File: src/rtl/voxel_fetch_pkg.sv
// Shared types and constants for the voxel/palette fetch master.
package voxel_fetch_pkg;

    localparam int unsigned AvalonWordBytes = 4;

    typedef enum logic [1:0] {
        FetchIdle,
        FetchIssue,
        FetchDrain
    } fetch_state_t;

endpackage

File: src/rtl/voxel_fetch_if.sv
// Avalon-MM pipelined read bus (m1 side) between the fetch master and SDRAM slave.
interface voxel_fetch_if;

    logic [31:0] address;
    logic        read;
    logic        waitrequest;
    logic [31:0] readdata;
    logic        readdatavalid;

    modport master (
        output address,
        output read,
        input  waitrequest,
        input  readdata,
        input  readdatavalid
    );

    modport slave (
        input  address,
        input  read,
        output waitrequest,
        output readdata,
        output readdatavalid
    );

endinterface

File: src/rtl/voxel_fetch_sync_fifo.sv
// Synchronous FIFO with occupancy count; head word is read straight from the storage registers.
module voxel_fetch_sync_fifo #(
    parameter int unsigned Width = 32,
    parameter int unsigned Depth = 16,
    localparam int unsigned CntW = $clog2(Depth) + 1
) (
    input  logic             clk_i,
    input  logic             rst_ni,
    input  logic             push_i,
    input  logic [Width-1:0] data_i,
    input  logic             pop_i,
    output logic [Width-1:0] data_o,
    output logic             valid_o,
    output logic [CntW-1:0]  count_o
);

    localparam int unsigned PtrW = $clog2(Depth);

    logic [Width-1:0] mem_q [Depth];
    logic [PtrW-1:0]  wr_ptr_q, rd_ptr_q;
    logic [CntW-1:0]  count_q;
    logic             do_pop;

    assign do_pop  = pop_i && (count_q != '0);
    assign data_o  = mem_q[rd_ptr_q];
    assign valid_o = (count_q != '0);
    assign count_o = count_q;

    always_ff @(posedge clk_i or negedge rst_ni) begin
        if (!rst_ni) begin
            wr_ptr_q <= '0;
            rd_ptr_q <= '0;
            count_q  <= '0;
        end else begin
            if (push_i) wr_ptr_q <= wr_ptr_q + PtrW'(1);
            if (do_pop) rd_ptr_q <= rd_ptr_q + PtrW'(1);
            count_q <= count_q + CntW'(push_i) - CntW'(do_pop);
        end
    end

    // Storage needs no reset; occupancy alone decides what is valid.
    always_ff @(posedge clk_i) begin
        if (push_i) mem_q[wr_ptr_q] <= data_i;
    end

    always_ff @(posedge clk_i) begin
        if (rst_ni && push_i && !do_pop) begin
            assert (count_q != CntW'(Depth)) else $error("sync_fifo overflow");
        end
    end

endmodule

File: src/rtl/voxel_fetch.sv
// Avalon-MM pipelined read master streaming a word array from SDRAM into a local output FIFO.
module voxel_fetch
    import voxel_fetch_pkg::*;
#(
    parameter int unsigned FifoDepth  = 16,
    parameter int unsigned MaxPending = 8
) (
    input  logic                 clk_i,
    input  logic                 rst_ni,
    input  logic                 start_i,
    input  logic [31:0]          base_addr_i,
    input  logic [31:0]          word_count_i,
    output logic                 busy_o,
    output logic                 done_o,
    output logic [31:0]          out_data_o,
    output logic                 out_valid_o,
    input  logic                 out_ready_i,
    voxel_fetch_if.master        m1
);

    localparam int unsigned CntW = $clog2(FifoDepth) + 1;

    fetch_state_t    state_q, state_d;
    logic [31:0]     addr_q, addr_d;
    logic [31:0]     remaining_q, remaining_d;
    logic [CntW-1:0] pending_q, pending_d;
    logic            done_q, done_d;

    logic [CntW-1:0] fifo_count;
    logic            fifo_valid;
    logic [CntW:0]   reserved;
    logic            issue_ok, accept, push, pop, start_ok;

    // Every in-flight read already owns a FIFO slot, so returns can never overflow it.
    assign reserved = {1'b0, pending_q} + {1'b0, fifo_count};
    assign issue_ok = (state_q == FetchIssue) && (remaining_q != '0) &&
                      (pending_q < CntW'(MaxPending)) && (reserved < (CntW + 1)'(FifoDepth));

    assign m1.read    = issue_ok;
    assign m1.address = addr_q;

    assign accept   = issue_ok && !m1.waitrequest;
    // Returns from an abandoned fetch arrive while idle and are dropped.
    assign push     = m1.readdatavalid && (state_q != FetchIdle);
    assign pop      = fifo_valid && out_ready_i;
    assign start_ok = start_i && (state_q == FetchIdle) && !done_q;

    assign pending_d = pending_q + CntW'(accept) - CntW'(push);

    assign busy_o      = (state_q != FetchIdle);
    assign done_o      = done_q;
    assign out_valid_o = fifo_valid;

    always_comb begin
        state_d     = state_q;
        addr_d      = addr_q;
        remaining_d = remaining_q;
        done_d      = 1'b0;
        case (state_q)
            FetchIdle: begin
                if (start_ok) begin
                    addr_d      = base_addr_i;
                    remaining_d = word_count_i;
                    if (word_count_i == '0) begin
                        done_d = 1'b1;
                    end else begin
                        state_d = FetchIssue;
                    end
                end
            end
            FetchIssue: begin
                if (accept) begin
                    addr_d      = addr_q + 32'(AvalonWordBytes);
                    remaining_d = remaining_q - 32'd1;
                    if (remaining_q == 32'd1) state_d = FetchDrain;
                end
            end
            FetchDrain: begin
                if ((pending_q == '0) && !fifo_valid) begin
                    done_d  = 1'b1;
                    state_d = FetchIdle;
                end
            end
            default: state_d = FetchIdle;
        endcase
    end

    always_ff @(posedge clk_i or negedge rst_ni) begin
        if (!rst_ni) begin
            state_q     <= FetchIdle;
            addr_q      <= '0;
            remaining_q <= '0;
            pending_q   <= '0;
            done_q      <= 1'b0;
        end else begin
            state_q     <= state_d;
            addr_q      <= addr_d;
            remaining_q <= remaining_d;
            pending_q   <= pending_d;
            done_q      <= done_d;
        end
    end

    voxel_fetch_sync_fifo #(
        .Width (32),
        .Depth (FifoDepth)
    ) u_fifo (
        .clk_i   (clk_i),
        .rst_ni  (rst_ni),
        .push_i  (push),
        .data_i  (m1.readdata),
        .pop_i   (pop),
        .data_o  (out_data_o),
        .valid_o (fifo_valid),
        .count_o (fifo_count)
    );

endmodule

File: src/flat_wrapper.sv
// flat-port wrapper written by rule: the top's interface ports become plain ports
module voxel_fetch_flat import voxel_fetch_pkg::*;
#(
    parameter int unsigned FifoDepth  = 16,
    parameter int unsigned MaxPending = 8
)
  (clk_i, rst_ni, start_i, base_addr_i, word_count_i, busy_o, done_o, out_data_o, out_valid_o, out_ready_i, m1_address, m1_read, m1_waitrequest, m1_readdata, m1_readdatavalid);
  voxel_fetch_if m1_i ();
  input  logic clk_i;
  input  logic rst_ni;
  input  logic start_i;
  input  logic [31:0] base_addr_i;
  input  logic [31:0] word_count_i;
  output logic busy_o;
  output logic done_o;
  output logic [31:0] out_data_o;
  output logic out_valid_o;
  input  logic out_ready_i;
  output wire logic [$bits(m1_i.address)-1:0] m1_address;
  output wire logic [$bits(m1_i.read)-1:0] m1_read;
  input wire logic [$bits(m1_i.waitrequest)-1:0] m1_waitrequest;
  input wire logic [$bits(m1_i.readdata)-1:0] m1_readdata;
  input wire logic [$bits(m1_i.readdatavalid)-1:0] m1_readdatavalid;
  assign m1_address = m1_i.address;
  assign m1_read = m1_i.read;
  assign m1_i.waitrequest = m1_waitrequest;
  assign m1_i.readdata = m1_readdata;
  assign m1_i.readdatavalid = m1_readdatavalid;
  voxel_fetch #(.FifoDepth(FifoDepth), .MaxPending(MaxPending)) u_core (.clk_i(clk_i), .rst_ni(rst_ni), .start_i(start_i), .base_addr_i(base_addr_i), .word_count_i(word_count_i), .busy_o(busy_o), .done_o(done_o), .out_data_o(out_data_o), .out_valid_o(out_valid_o), .out_ready_i(out_ready_i), .m1(m1_i));
endmodule
File: config.mk
export PLATFORM = sky130hd
export DESIGN_NAME = voxel_fetch_flat
export DESIGN_NICKNAME = d
export VERILOG_FILES = /design/src/rtl/voxel_fetch_pkg.sv /design/src/rtl/voxel_fetch_if.sv /design/src/rtl/voxel_fetch_sync_fifo.sv /design/src/rtl/voxel_fetch.sv /design/src/flat_wrapper.sv
export SDC_FILE = /design/constraint.sdc
export NUM_CORES = 1
export LEC_CHECK = 0
export ABC_AREA = 1
export BUFFER_PORTS_ARGS = -buffer_cell sky130_fd_sc_hd__buf_2
export CAP_MARGIN = 10
export CORE_AREA = 2 2 250 178
export CTS_CLUSTER_DIAMETER = 40
export DETAILED_ROUTE_END_ITERATION = 6
export DIE_AREA = 0 0 252 180
export PLACE_DENSITY_LB_ADDON = 0.2
export SLEW_MARGIN = 20
export SYNTH_ARGS = -nofsm -noshare
export SYNTH_HDL_FRONTEND = slang
export SYNTH_SLANG_ARGS = --single-unit
File: constraint.sdc
create_clock -name clk_i -period 5.8 [get_ports clk_i]
set_input_delay 1.16 -clock clk_i [delete_from_list [all_inputs] [get_ports clk_i]]
set_output_delay 1.16 -clock clk_i [all_outputs]
set_load 0.005 [all_outputs]
### Word-level counts from Yosys, hierarchy flattened

Memory sizes are Yosys's and may differ from the RTL's.
Cells that the tools add are included.

| word-level totals | value |
|---|---|
| register bits | 85 |
| memory bits (writable) | 512 |
| input bits | 102 |
| output and inout bits | 68 |
| word-level logic and storage cells | 68 |
| memories kept | 1 |

Memories:

| memory | words | width | read ports | clocked after Yosys merged registers in | wr ports | RTL line | RTL |
|---|---|---|---|---|---|---|---|
| u_core.u_fifo.mem_q | 16 | 32 | 1 | 0 | 1 | voxel_fetch_sync_fifo.sv:19 | `logic [Width-1:0] mem_q [Depth];` |

| cells by class | value |
|---|---|
| add/subtract/negate cells | 9 |
| order comparisons | 2 |
| equality and inequality tests | 8 |
| muxes and demuxes | 18 |
| reductions and logical operators | 22 |

Operators by type and width:

| operator | number |
|---|---|
| 2-to-1 mux 32 bit | 4 |
| one-hot mux 32 bit (2 select lines) | 2 |
| adder 32 x 3 -> 32 bit, second input constant | 1 |
| equality test 32 x 1 -> 1 bit, second input constant | 1 |
| zero test 32 bit | 1 |
| nonzero test 32 bit | 1 |
| subtractor 32 x 1 -> 32 bit, second input constant | 1 |
| adder 5 x 1 -> 5 bit | 2 |
| logical AND 1 bit | 10 |
| 2-to-1 mux 2 bit | 5 |
| subtractor 5 x 1 -> 5 bit | 2 |
| adder 4 x 1 -> 4 bit, second input constant | 2 |
| adder 5 x 5 -> 6 bit | 1 |
| less-than comparator 6 x 5 -> 1 bit, second input constant | 1 |
| != test 2 x 1 -> 1 bit, second input constant | 3 |
| one-hot mux 2 bit (3 select lines) | 1 |
| zero test 5 bit | 1 |
| less-than comparator 5 x 4 -> 1 bit, second input constant | 1 |
| 2-to-1 mux 1 bit | 5 |
| AND reduction 5 bit | 1 |
| nonzero test 5 bit | 1 |
| != test 2 bit, second input constant | 2 |
| nonzero test 2 bit | 2 |
| zero test 1 bit | 3 |
| 5 further kinds | 5 |

### Depth between registers and ports, before layout

| depth | value |
|---|---|
| word-level depth | 7 |
| depth in mapped cells | 15 |
| gate-level depth less buffers | 15 |

### By module

Synthesis repeated with hierarchy kept, for this count alone.

| unflattened totals | value |
|---|---|
| cell total of the unflattened synthesis | 3117 |
| area, all modules | 28548.6 um2 |

Modules (own cells, without submodules):

| module | instances | cells an instance | area each (um2) |
|---|---|---|---|
| voxel_fetch_sync_fifo | 1 | 2153 | 22758.1 |
| voxel_fetch | 1 | 964 | 5790.6 |

### Worst setup path after synthesis

OpenSTA, ideal clock, no wires.

| timing path | value |
|---|---|
| path type | in2reg |
| from | input m1_readdatavalid |
| to | memory u_core.u_fifo.mem_q[11][0], enable pin |
| data arrival time | 2.867 ns |
| data required time | 5.379 ns |
| path slack | 2.512 ns |
| stages | 4 |
| path buffers | 0 |
| path through | nand2_1 > clkinv_1 > nand2_1 > nor2_1 |

| on the way | value |
|---|---|
| longest elaborated chain between the ends | 3 |

RTL lines:

| what | RTL line | RTL |
|---|---|---|
| start: declaration | flat_wrapper.sv:23 | `input wire logic [$bits(m1_i.readdatavalid)-1:0] m1_readdatavalid;` |
| logical AND 1 bit | voxel_fetch.sv:44 | `assign push = m1.readdatavalid && (state_q != FetchIdle);` |
| via u_core.push | voxel_fetch.sv:32 | `logic issue_ok, accept, push, pop, start_ok;` |
| 2-to-1 mux 1 bit | voxel_fetch_sync_fifo.sv:43 | `if (push_i) mem_q[wr_ptr_q] <= data_i;` |
| 2-to-1 mux 1 bit (not written as such) | voxel_fetch_sync_fifo.sv:43 |  |
| end: declaration | voxel_fetch_sync_fifo.sv:19 |  |

The timed path passes the listed nets, and every way through them passes these cells.

### Worst setup path in the final report

| timing path | value |
|---|---|
| from | register u_core.u_fifo.rd_ptr_q[1] |
| to | output out_data_o[8] |

| on the way | value |
|---|---|
| longest elaborated chain between the ends | 1 |

RTL lines:

| what | RTL line | RTL |
|---|---|---|
| start: declaration | voxel_fetch_sync_fifo.sv:20 | `logic [PtrW-1:0] wr_ptr_q, rd_ptr_q;` |
| start signal: assignment | voxel_fetch_sync_fifo.sv:36 | `if (do_pop) rd_ptr_q <= rd_ptr_q + PtrW'(1);` |
| memory (16 x 32 bit) | -- |  |
| end: declaration | flat_wrapper.sv:16 | `output logic [31:0] out_data_o;` |

No other way between the ends.

==> flow_summary.yaml <==
cells_and_area:
  final_nets: 2587
  drive_gt1_share_pct: 13.3
  fillCellCount: 3175
  fin_util_pct: 67.7
  final_cell_count_no_fill: 3074
  synthToLayoutAreaGrowth_pct: 12.7
synthesis:
  synth_area_leaders: "edfxtp_1, dfrtp_1, nand2_1, nor2_1, o21ai_0"
  synth_top_area_share_pct: 59.4
  synth_edf_count: 512
  ys_warn_count: 0
  synth_cell_types: 41
  avgSynthCellArea_um2: 11.1
  syn_inst: 2329
  synthTopCellsByCount: "edfxtp_1, nand2_1, nor2_1, o21ai_0, clkbuf_1"
  yosysSeqAreaShare_pct: 67.6
  syn_nets: 2458
  synthesis.area_mm2: 0.0259
  synth_most_common_cell: "edfxtp_1"
  synth-seq-cells: 597
  synthArstFlopShare_pct: 14.2
  synthFlopType: "edfxtp_1"
  synth_top_cell_by_area: "edfxtp_1"
clock_tree:
  holdBufCountCts: 0
  cts_setup_buffers: 0
  clk_latency_ns: 0.63
  cts.sinks: 597
  cts-root-buf: "clkbuf_16"
  max-clock-path-buffers: 3
  h-tree-depth: 2
  cts_tree: "done"
  ctsResizeCount: 0
  path_clk_slew_ns: 0.06
  cts_buffers: 60
setup_path:
  arrival_ns: 3.57
  path_buf_inv: 3
  r2r_slack_ns: 2.75
  cp_data_required_time_ns: 4.64
  worstSetupEndpointType: "output pin"
  cpPeakStageDelay_ns: 0.88
  cp_slowest_cell: "clkinv_2"
  rr_endpoint: "u_core.m1.address[27]$_DFFE_PN0P_"
  start_kind: "flip-flop"
  crit_type: "reg2out"
  cp_cell_sequence: "clkinv_2 -> buf_4 -> o21ai_0 -> o221ai_1 -> nand3_1 -> nand2_1 -> buf_2"
  r2r-start: "u_core.remaining_q[0]$_DFFE_PN0P_"
  critical_path.top_delay_family: "buffers and inverters"
  r2r_cells: 11
  crit_fanout: 70
floorplan:
  die_x_um: 252
  initial_utilization_pct: 60.1
  row_count: 64
  num_io_pins: 170
  die_h_um: 180
  core_area_mm2: 0.0431
  dieArea_mm2: 0.0454
sta:
  worst_pin_slew_ns: 1.16
  clock_skew_ns: 0.0283
  max_freq_mhz: 212
  rsz0062_at_grt: "no"
  setup_violations: 0
  hold_viol: 0
  finalCriticalPeriod_ns: 4.73
  maxSlewViolCount: 0
  setup_ws_ns: 1.07
  fin_tns_setup_ns: 0
  fin_crit_sh_pct: 81.5
  relSlewSlack_pct: 22.8
global_route:
  grt_max_degree: 259
  grt_pass1_vias: 18400
  track_usage_pct: 29.3
  grt_pass1_wl_um: 103000
  gr-total-overflow: 0
  antenna_found_initial: 6
pwr:
  vdd_drop_max_mv: 0.479
  pwr-share-comb_pct: 33.4
  pwr_density_cell_mw_per_mm2: 486
  switching_share_pct: 37.9
  intPower_uw: 8820
  p_seq_share_pct: 40.5
  power_leakage_uw: 0.0107
  finalPower_uw: 14200
  p_clk_share_pct: 26.1
  switchingPower_uw: 5380
outcome:
  status: "finished, final reports clean"
placement:
  hpwl_um: 36900
  pre_cts_ws_ns: 1.81
  placed_cells: 2957
  gp_congestion: 0.953
  io_buffers: 169
drt:
  drt-pass1-iter-count: 5
  via_count: 18700
  avgRoutedWirePerCell_um: 21.6
  drt_wl_total_um: 66500
  ant_nets: 0
  routed_via_density: 6.07
  drc: 0
  drtIter0Drc: 2008
run:
  cap_viol_max_count: 0
hold_path:
  worstHoldPathType: "in2async"
logic make-up (layout without fill, tap and decap cells):
family,after synthesis,count (layout),synth area share (%)
AND/OR/NAND/NOR,931,931,14.3
flip-flops,597,597,67.6
AO/OA/AOI/OAI,510,510,11.9
buffers and inverters,226,403,3.52
XOR/XNOR,35,35,1.18
adder cells (fa/ha/maj),27,27,1.36
multiplexers,3,3,0.126
other,0,7,0
final cells by class:
cell class                 count  area [µm²]  share of cell area [%]
clock buffer                  74        1550                    5.32
clock inverter                36         329                    1.13
timing repair buffer         198        1090                    3.74
antenna                        7        17.5                  0.0600
inverter                      95         364                    1.25
sequential                   597       17500                    60.0
tap                          561         702                    2.41
multi-input combinational   1506        7610                    26.1
power groups by stage:
stage                     clock network, µW  registers (µW)  logic [µW]
after floorplan                           0            5650        3100
after global placement                    0            5790        4530
after detailed placement                  0            5810        4680
after CTS                              3750            5730        4720
after global routing                   3910            5800        5260
final                                  3710            5750        4740
state kept, by name (all words and copies together) (netlist names):
signal / cells
u_core.m1.address: 32
u_core.remaining_q: 32
u_core.u_fifo.wr_ptr_q: 4
u_core.u_fifo.rd_ptr_q: 4
u_core.pending_q: 5
u_core.state_q: 2
u_core.done_o: 1
u_core.u_fifo.mem_q: 512
u_core.u_fifo.count_o: 5
cell usage in the layout (no fill, tap or decap), drive strengths merged, types with 14 or more instances in the layout:
master | synthesis | layout
a21oi | 14 | 14
buf | 27 | 198
clkbuf | 104 | 74
clkinv | 3 | 28
dfrtp | 85 | 85
edfxtp | 512 | 512
ha | 25 | 25
inv | 92 | 98
nand2 | 426 | 426
nand3 | 69 | 69
nor2 | 405 | 405
o211ai | 38 | 38
o21ai | 320 | 320
o221ai | 92 | 92
o22ai | 36 | 36
xor2 | 27 | 27
per-layer routing:
metal	global-route usage, %	wire (µm)
met1	42.9	28300
met2	45.7	30800
met3	4.92	5700
met4	8.83	1730
met5	0	7
through the flow:
stage                     area, µm²  hold slack, ns
final                         29200           0.432
after global routing          29200           0.440
after CTS                     29200           0.424
after detailed placement      27300           0.499
after global placement        27300           0.488
after floorplan               25900           0.471
worst register-to-register path, stage by stage (launching register included):
cell and delay [ns]:
dfrtp_1 0.40, inv_1 0.11, ha_1 0.27, nand2_2 0.15, nor2_4 0.23, nand2_4 0.09, nor2_4 0.10, nand2_2 0.09
nand3_2 0.11, nand2_2 0.33, inv_2 0.75, o21ai_0 0.27
worst max path at each step:
stage                                                     start                                    to  slack, ns  cells after the start
after global placement    u_core.u_fifo.rd_ptr_q[1]$_DFFE_PN0P_                         out_data_o[6]       1.88                      7
after global routing      u_core.u_fifo.rd_ptr_q[1]$_DFFE_PN0P_                         out_data_o[8]       0.97                      7
after floorplan                                m1_readdatavalid  u_core.u_fifo.mem_q[11][0]$_DFFE_PP_       2.51                      4
after CTS                 u_core.u_fifo.rd_ptr_q[1]$_DFFE_PN0P_                         out_data_o[8]       1.10                      7
final                     u_core.u_fifo.rd_ptr_q[1]$_DFFE_PN0P_                         out_data_o[8]       1.07                      7
after detailed placement  u_core.u_fifo.rd_ptr_q[1]$_DFFE_PN0P_                         out_data_o[9]       1.81                      7
Note: power is estimated with default switching activity, not from simulation.
